===== src/rtl/multicycle_controller.sv =====
// Multi-cycle control FSM (FETCH/DECODE/EXECUTE/MEM/WB) for an RV32I-subset datapath.
// Define PERF_CNT_EN to build the cycle and retired-instruction counters.
module multicycle_controller #(
   parameter int MEM_TIMEOUT = 15,
   parameter int CNT_W       = 32
) (
   input  logic             clk,
   input  logic             reset,
   input  logic             run,
   input  logic [6:0]       opcode,
   input  logic             zero_flag,
   input  logic             instr_ready,
   input  logic             mem_ready,
   output logic             instr_req,
   output logic             ir_write,
   output logic             pc_write,
   output logic             pc_src,
   output logic             reg_write,
   output logic             mem_read,
   output logic             mem_write,
   output logic             alu_src,
   output logic             mem_to_reg,
   output logic [1:0]       alu_op,
   output logic [2:0]       state,
   output logic             fault,
   output logic [1:0]       fault_code,
   output logic [CNT_W-1:0] retired_cnt,
   output logic [CNT_W-1:0] cycle_cnt
);

   typedef enum logic [2:0] {
      S_FETCH   = 3'd0,
      S_DECODE  = 3'd1,
      S_EXECUTE = 3'd2,
      S_MEM     = 3'd3,
      S_WB      = 3'd4,
      S_FAULT   = 3'd7
   } state_t;

   localparam logic [6:0] OP_R   = 7'b0110011;
   localparam logic [6:0] OP_I   = 7'b0010011;
   localparam logic [6:0] OP_LW  = 7'b0000011;
   localparam logic [6:0] OP_SW  = 7'b0100011;
   localparam logic [6:0] OP_BEQ = 7'b1100011;

   localparam logic [1:0] FC_ILLEGAL = 2'b01;
   localparam logic [1:0] FC_FETCH   = 2'b10;
   localparam logic [1:0] FC_MEM     = 2'b11;

   // A missing ready on wait cycle number MEM_TIMEOUT is the timeout.
   localparam logic [7:0] WAIT_LAST = 8'(MEM_TIMEOUT - 1);

   state_t     state_q, state_d;
   logic [6:0] opcode_q, opcode_d;
   logic [7:0] wait_q, wait_d;
   logic       fault_q, fault_d;
   logic [1:0] fault_code_q, fault_code_d;
   logic [2:0] alu_ctrl_s;

   function automatic logic is_legal(input logic [6:0] op);
      case (op)
         OP_R, OP_I, OP_LW, OP_SW, OP_BEQ: is_legal = 1'b1;
         default:                          is_legal = 1'b0;
      endcase
   endfunction

   // Returns {alu_src, alu_op}
   function automatic logic [2:0] alu_ctrl(input logic [6:0] op);
      case (op)
         OP_R:         alu_ctrl = 3'b0_10;
         OP_I:         alu_ctrl = 3'b1_11;
         OP_LW, OP_SW: alu_ctrl = 3'b1_00;
         OP_BEQ:       alu_ctrl = 3'b0_01;
         default:      alu_ctrl = 3'b0_00;
      endcase
   endfunction

   // Next-state, opcode latch, wait counter and fault capture
   always_comb begin
      state_d      = state_q;
      opcode_d     = opcode_q;
      wait_d       = 8'd0;
      fault_d      = fault_q;
      fault_code_d = fault_code_q;
      case (state_q)
         S_FETCH: begin
            if (run) begin
               if (instr_ready) begin
                  state_d = S_DECODE;
               end else if (wait_q == WAIT_LAST) begin
                  state_d      = S_FAULT;
                  fault_d      = 1'b1;
                  fault_code_d = FC_FETCH;
               end else begin
                  wait_d = wait_q + 8'd1;
               end
            end else begin
               wait_d = 8'd0;
            end
         end
         S_DECODE: begin
            opcode_d = opcode;
            if (is_legal(opcode)) begin
               state_d = S_EXECUTE;
            end else begin
               state_d      = S_FAULT;
               fault_d      = 1'b1;
               fault_code_d = FC_ILLEGAL;
            end
         end
         S_EXECUTE: begin
            if (opcode_q == OP_LW || opcode_q == OP_SW) begin
               state_d = S_MEM;
            end else if (opcode_q == OP_BEQ) begin
               state_d = S_FETCH;
            end else begin
               state_d = S_WB;
            end
         end
         S_MEM: begin
            if (mem_ready) begin
               state_d = (opcode_q == OP_LW) ? S_WB : S_FETCH;
            end else if (wait_q == WAIT_LAST) begin
               state_d      = S_FAULT;
               fault_d      = 1'b1;
               fault_code_d = FC_MEM;
            end else begin
               wait_d = wait_q + 8'd1;
            end
         end
         S_WB:    state_d = S_FETCH;
         S_FAULT: state_d = S_FAULT;
         default: begin
            state_d = S_FAULT;
            fault_d = 1'b1;
         end
      endcase
   end

   // Controller state registers
   always_ff @(posedge clk) begin
      if (reset) begin
         state_q      <= S_FETCH;
         opcode_q     <= 7'd0;
         wait_q       <= 8'd0;
         fault_q      <= 1'b0;
         fault_code_q <= 2'b00;
      end else begin
         state_q      <= state_d;
         opcode_q     <= opcode_d;
         wait_q       <= wait_d;
         fault_q      <= fault_d;
         fault_code_q <= fault_code_d;
      end
   end

   assign alu_ctrl_s = alu_ctrl(opcode_q);

   // Datapath controls; everything reads 0 while reset is high
   always_comb begin
      instr_req  = 1'b0;
      ir_write   = 1'b0;
      pc_write   = 1'b0;
      pc_src     = 1'b0;
      reg_write  = 1'b0;
      mem_read   = 1'b0;
      mem_write  = 1'b0;
      alu_src    = 1'b0;
      mem_to_reg = 1'b0;
      alu_op     = 2'b00;
      state      = 3'd0;
      fault      = 1'b0;
      fault_code = 2'b00;
      if (!reset) begin
         state      = state_q;
         fault      = fault_q;
         fault_code = fault_code_q;
         case (state_q)
            S_FETCH: begin
               instr_req = run;
               ir_write  = run & instr_ready;
            end
            S_EXECUTE: begin
               {alu_src, alu_op} = alu_ctrl_s;
               if (opcode_q == OP_BEQ) begin
                  pc_write = 1'b1;
                  pc_src   = zero_flag;
               end else begin
                  pc_write = 1'b0;
               end
            end
            S_MEM: begin
               {alu_src, alu_op} = alu_ctrl_s;
               if (opcode_q == OP_LW) begin
                  mem_read = 1'b1;
               end else begin
                  mem_write = 1'b1;
                  pc_write  = mem_ready;
               end
            end
            S_WB: begin
               {alu_src, alu_op} = alu_ctrl_s;
               reg_write  = 1'b1;
               mem_to_reg = (opcode_q == OP_LW);
               pc_write   = 1'b1;
            end
            default: begin
               instr_req = 1'b0;
            end
         endcase
      end else begin
         state = 3'd0;
      end
   end

`ifdef PERF_CNT_EN
   localparam logic [CNT_W-1:0] CNT_ONE = {{(CNT_W-1){1'b0}}, 1'b1};

   logic [CNT_W-1:0] cycle_cnt_q, cycle_cnt_d;
   logic [CNT_W-1:0] retired_cnt_q, retired_cnt_d;

   // Cycle counter freezes once the controller has faulted
   always_comb begin
      if (state_q != S_FAULT) begin
         cycle_cnt_d = cycle_cnt_q + CNT_ONE;
      end else begin
         cycle_cnt_d = cycle_cnt_q;
      end
      if (pc_write) begin
         retired_cnt_d = retired_cnt_q + CNT_ONE;
      end else begin
         retired_cnt_d = retired_cnt_q;
      end
   end

   // Performance counter registers
   always_ff @(posedge clk) begin
      if (reset) begin
         cycle_cnt_q   <= '0;
         retired_cnt_q <= '0;
      end else begin
         cycle_cnt_q   <= cycle_cnt_d;
         retired_cnt_q <= retired_cnt_d;
      end
   end

   assign cycle_cnt   = reset ? '0 : cycle_cnt_q;
   assign retired_cnt = reset ? '0 : retired_cnt_q;
`else
   assign cycle_cnt   = '0;
   assign retired_cnt = '0;
`endif

endmodule


===== config.mk =====
export PLATFORM = sky130hd
export DESIGN_NAME = multicycle_controller
export DESIGN_NICKNAME = d
export VERILOG_FILES = /design/src/rtl/multicycle_controller.sv
export SDC_FILE = /design/constraint.sdc
export NUM_CORES = 1
export LEC_CHECK = 0
export CAP_MARGIN = 20
export CORE_AREA = 2 2 68 70
export CTS_CLUSTER_DIAMETER = 50
export DETAILED_ROUTE_END_ITERATION = 10
export DIE_AREA = 0 0 70 72
export PLACE_DENSITY_LB_ADDON = 0.05
export SLEW_MARGIN = 20
export SYNTH_ARGS = -nofsm -noshare
export SYNTH_HDL_FRONTEND = slang
export SYNTH_SLANG_ARGS = --single-unit

===== constraint.sdc =====
create_clock -name clk -period 3.9 [get_ports clk]
set_input_delay 0.78 -clock clk [delete_from_list [all_inputs] [get_ports clk]]
set_output_delay 0.78 -clock clk [all_outputs]
set_load 0.02 [all_outputs]

# After elaboration in Yosys (flattened, before gate mapping)

Cells that the tools add are included.

Bits in registers: 21
Input bits: 13
Output and inout port bits: 81

Add/subtract/negate cells: 1
Eq/ne operators: 22
Mux-type cells: 58
Bitwise gates (word level): 2
Reductions and logical operators: 9

Operator list:

| operator                                       | count |
|---|---|
| 2-to-1 mux 8 bit                               | 4 |
| 2-to-1 mux 1 bit                               | 30 |
| == test 7 x 6 -> 1 bit (second input constant) | 4 |
| 2-to-1 mux 3 bit                               | 9 |
| 2-to-1 mux 2 bit                               | 9 |
| one-hot mux 8 bit (2 select lines)             | 1 |
| one-hot mux 3 bit (5 select lines)             | 1 |
| == test 7 x 2 -> 1 bit (second input constant) | 2 |
| == test 7 x 5 -> 1 bit (second input constant) | 2 |
| == test 7 bit (second input constant)          | 2 |
| != test 2 bit (second input constant)          | 6 |
| one-hot mux 3 bit (4 select lines)             | 1 |
| adder 8 x 1 -> 8 bit (second input constant)   | 1 |
| == test 8 x 4 -> 1 bit (second input constant) | 1 |
| AND reduction 7 bit                            | 1 |
| == test 3 x 2 -> 1 bit (second input constant) | 2 |
| == test 3 bit (second input constant)          | 2 |
| one-hot mux 2 bit (3 select lines)             | 1 |
| OR reduction 3 bit                             | 2 |
| AND reduction 5 bit                            | 1 |
| OR reduction 5 bit                             | 1 |
| one-hot mux 1 bit (4 select lines)             | 1 |
| == test 3 x 1 -> 1 bit (second input constant) | 1 |
| logical NOT 3 bit                              | 1 |
| 6 further kinds                                | 6 |

# Logic depth before layout (Yosys ltp)

Word-level depth: 6
Gate-level depth with buffers: 7
Gate-level depth less buffers: 6

# Least setup slack after synthesis

Ideal clock, no wire load.

Path type: in2out
Start point: input port reset
End point: output port mem_to_reg
Arrival time: 1.841 ns
Required time: 3.120 ns
Setup slack: 1.279 ns
Cell stages on the path: 3
Path buffers: 1
Cell sequence: clkbuf_1 -> nor3_1 -> and2_1

Cells in the longest elaborated chain, start to end: 1

RTL lines:

| what               | line | source |
|---|---|---|
| start: declaration | 8    | `input logic reset,` |
| 2-to-1 mux 1 bit   | 174  | `if (!reset) begin` |
| end: declaration   | 22   | `output logic mem_to_reg,` |

Every way passes these cells.

# Final worst setup path

Start point: input port reset
End point: output port ir_write

Cells in the longest elaborated chain, start to end: 1

RTL lines:

| what             | line | source |
|---|---|---|
| 2-to-1 mux 1 bit | 174  |  |
| end: declaration | 15   | `output logic ir_write,` |

Every way passes these cells.

==> results.yml <==
status:
  status: "finished, final reports clean"
worst_hold_path:
  hold_path_depth: 2
  hp-start: "opcode_q[2]"
  min_path_type: "reg2reg"
  hold_end: "opcode_q[2]"
place:
  port_buffers: 29
  place_ws_ps: 441.8
  hpwl_um: 2776
  place_area_um2: 1864
  gp_congestion: 0.7789
sta:
  rsz0062_at_grt: "no"
  period_minus_slack_ps: 3485
  fin_setup_tns_ps: 0
  setup_viol: 0
  worst_pin_slew_ps: 753.4
  fmax_ghz: 0.2869
  finalMaxSlewViolations: 0
  whs_ps: 477.0
  finalCritPeriodShare_pct: 89.37
  hold_violations: 0
  setup_slack_ps: 414.7
  finClkSkew_ps: 1.180
  maxSlewHeadroom_pct: 49.31
critical_path:
  end_kind: "output pin"
  cp.required_ps: 3120
  crit_start: "reset"
  arrival_ps: 2710
  critPathMaxFanout: 13
  reg2reg_from: "wait_q[0]"
  reg2reg_to: "wait_q[4]"
  r2r_setup_slack_ps: 1920
  critPathLaunchType: "input pin"
  r2r_cells: 6
  crit_type: "in2out"
logic_synthesis:
  async_flop_share_pct: 0
  synth_warnings: 0
  ys_types: 51
  syn_avg_cell_area_um2: 7.869
  synth-main-ff-cell: "dfxtp_1"
  synthSimpleGateAreaFrac_pct: 25.02
  syn_area_um2: 1770
  synth_compound_area_share_pct: 15.97
  synth.yosys.seq_area_share_pct: 23.75
  synth.area.top_cells: "buf_4, dfxtp_1, a21oi_1, nor2_2, nor2b_1"
  synthMuxAreaShare_pct: 0
  synth_top_family_by_area: "buffers and inverters"
  synth-edff-count: 0
  synthAdderAreaFrac_pct: 1.413
  synth_top_cell_by_area: "buf_4"
  ys_seq_elements: 21
  yosysTopAreaCellShare_pct: 27.14
  synth-xor-area-share_pct: 2.968
  synth_cells: 225
route:
  ant_nets: 0
  vias_per_cell: 4.414
  drc: 0
  dr.pass1.iters: 4
  vias: 1342
  wire_per_inst_um: 11.52
  drt-total-wl_um: 3502
  drtIter0Drc: 73
global_routing:
  antenna_found_initial: 0
  grt_max_degree: 16
  grt_usage_pct: 13.47
  grt_pass1_vias: 1180
  gr-total-overflow: 0
  grt_pass1_wl_um: 5499
job:
  max-cap-violations: 0
floorplanning:
  die_area_um2: 5040
  fp.dieW_um: 70
  fp.coreArea_um2: 4264
  io_pins: 94
  die_h_um: 72
  rows: 24
  start_util_pct: 41.52
cells_and_area:
  n_fill_cell: 463
  final_area_um2: 1911
  nets: 268
  ff_latch_area_um2: 420.4
  post-route-util_pct: 44.81
  drive_gt1_share_pct: 7.540
  multi_input_area_um2: 1044
  diodes: 0
  areaGrowthSynthToFinish_pct: 7.915
power_and_ir_drop:
  power.density_nw_per_um2: 316.8
  ir_drop_v: 0.0001142
  total_leakage_power_nw: 0.7668
cts:
  cts-root-buf: "clkbuf_8"
  post-cts-setup-buffer-count: 0
  cts.sinks: 21
  clk_pin_slew_ps: 80
  holdBufCountCts: 0
  clkLatencyLatePin_ps: 260
  numCtsBuffers: 3
  cts_tree: "built"
  post_cts_resized: 0
  htreeDepth: 1
  cts_buffer_depth: 2
synth_stat cells, types with 2 or more instances:
cell	instances
buf_4	64
dfxtp_1	21
a21oi_1	13
nand2_1	12
nor2_1	10
o21ai_0	10
nor2_2	8
nor2b_1	8
buf_2	5
nand2b_1	5
xor2_1	5
inv_1	4
nor4_1	4
and2_1	3
nand4_1	3
o21bai_1	3
or3_1	3
a211oi_1	2
a31oi_1	2
and3_1	2
clkbuf_1	2
ha_1	2
nand3b_1	2
nor3_1	2
nor3b_1	2
o211ai_1	2
o22ai_1	2
metrics by stage:
stage                     power [mW]  instances
final                         0.6052        304
after global routing          0.6471        304
after CTS                     0.6123        304
after detailed placement      0.4632        300
after global placement        0.4646        300
after floorplan               0.4591        288
critical path, cell delays in order:
cell             delay (ps)
clkdlybuf4s50_1         520
buf_4                   240
nor3b_1                 370
and2_1                  200
clkdlybuf4s50_1         600
report_power, final:
| group | leakage (nW) | switching [mW] | internal, mW |
|---|---|---|---|
| sequential | 0.171 | 0.0235 | 0.232 |
| clock | 0.0255 | 0.0751 | 0.0712 |
| combinational | 0.571 | 0.134 | 0.0699 |
how the worst max path moves through the flow:
stage	depth (start not counted)	endpoint	slack [ps]
2_1_floorplan	3	mem_to_reg	1280
3_3_place_gp	5	ir_write	430
3_5_place_dp	5	ir_write	440
4_1_cts	5	ir_write	420
5_1_grt	5	ir_write	320
6_report	5	ir_write	410
flip-flops by register name, indices dropped and copies added, names as in the netlist:
register,flops
state_q,3
fault_q,1
wait_q,8
opcode_q,7
fault_code_q,2
layout make-up:
type,count,share of cell area (%)
Multi-Input combinational cell,190,54.62
Sequential cell,21,22.00
Timing Repair Buffer,33,16.76
Tap cell,52,3.405
Clock buffer,3,2.161
Inverter,4,0.7859
Clock inverter,1,0.2620
cells by family after synthesis:
family                     after synthesis
DFF                                     21
other                                    1
AOI/OAI and AO/OA                       44
xor gates and xnor gates                 6
buffers and inverters                   77
and+or+nand+nor                         74
adders and majority gates                2
layer usage:
metal / routed length [um] / track usage [%]
met4: 24 / 4.274
met5: 0 / 0
met1: 1632 / 17.71
met3: 192 / 2.778
met2: 1652 / 22.33
layout by cell type (no fill, tap or decap), types with 2 or more instances in the layout:
cell,netlist,routed
conb_1,1,64
a31oi_1,2,2
xor2_1,5,5
clkdlybuf4s50_1,0,29
nor3b_1,2,2
buf_4,64,4
nand2b_1,5,5
o22ai_1,2,2
and2_1,3,3
nor2_1,10,10
nand2_1,12,12
o21bai_1,3,3
nand3b_1,2,2
nor2_2,8,8
o211ai_1,2,2
nor3_1,2,2
a21oi_1,13,13
a211oi_1,2,2
dfxtp_1,21,21
clkbuf_8,0,3
and3_1,2,2
or3_1,3,3
nand4_1,3,3
nor4_1,4,4
ha_1,2,2
nor2b_1,8,8
o21ai_0,10,10
inv_1,4,4
(Power assumes the default switching activity.)
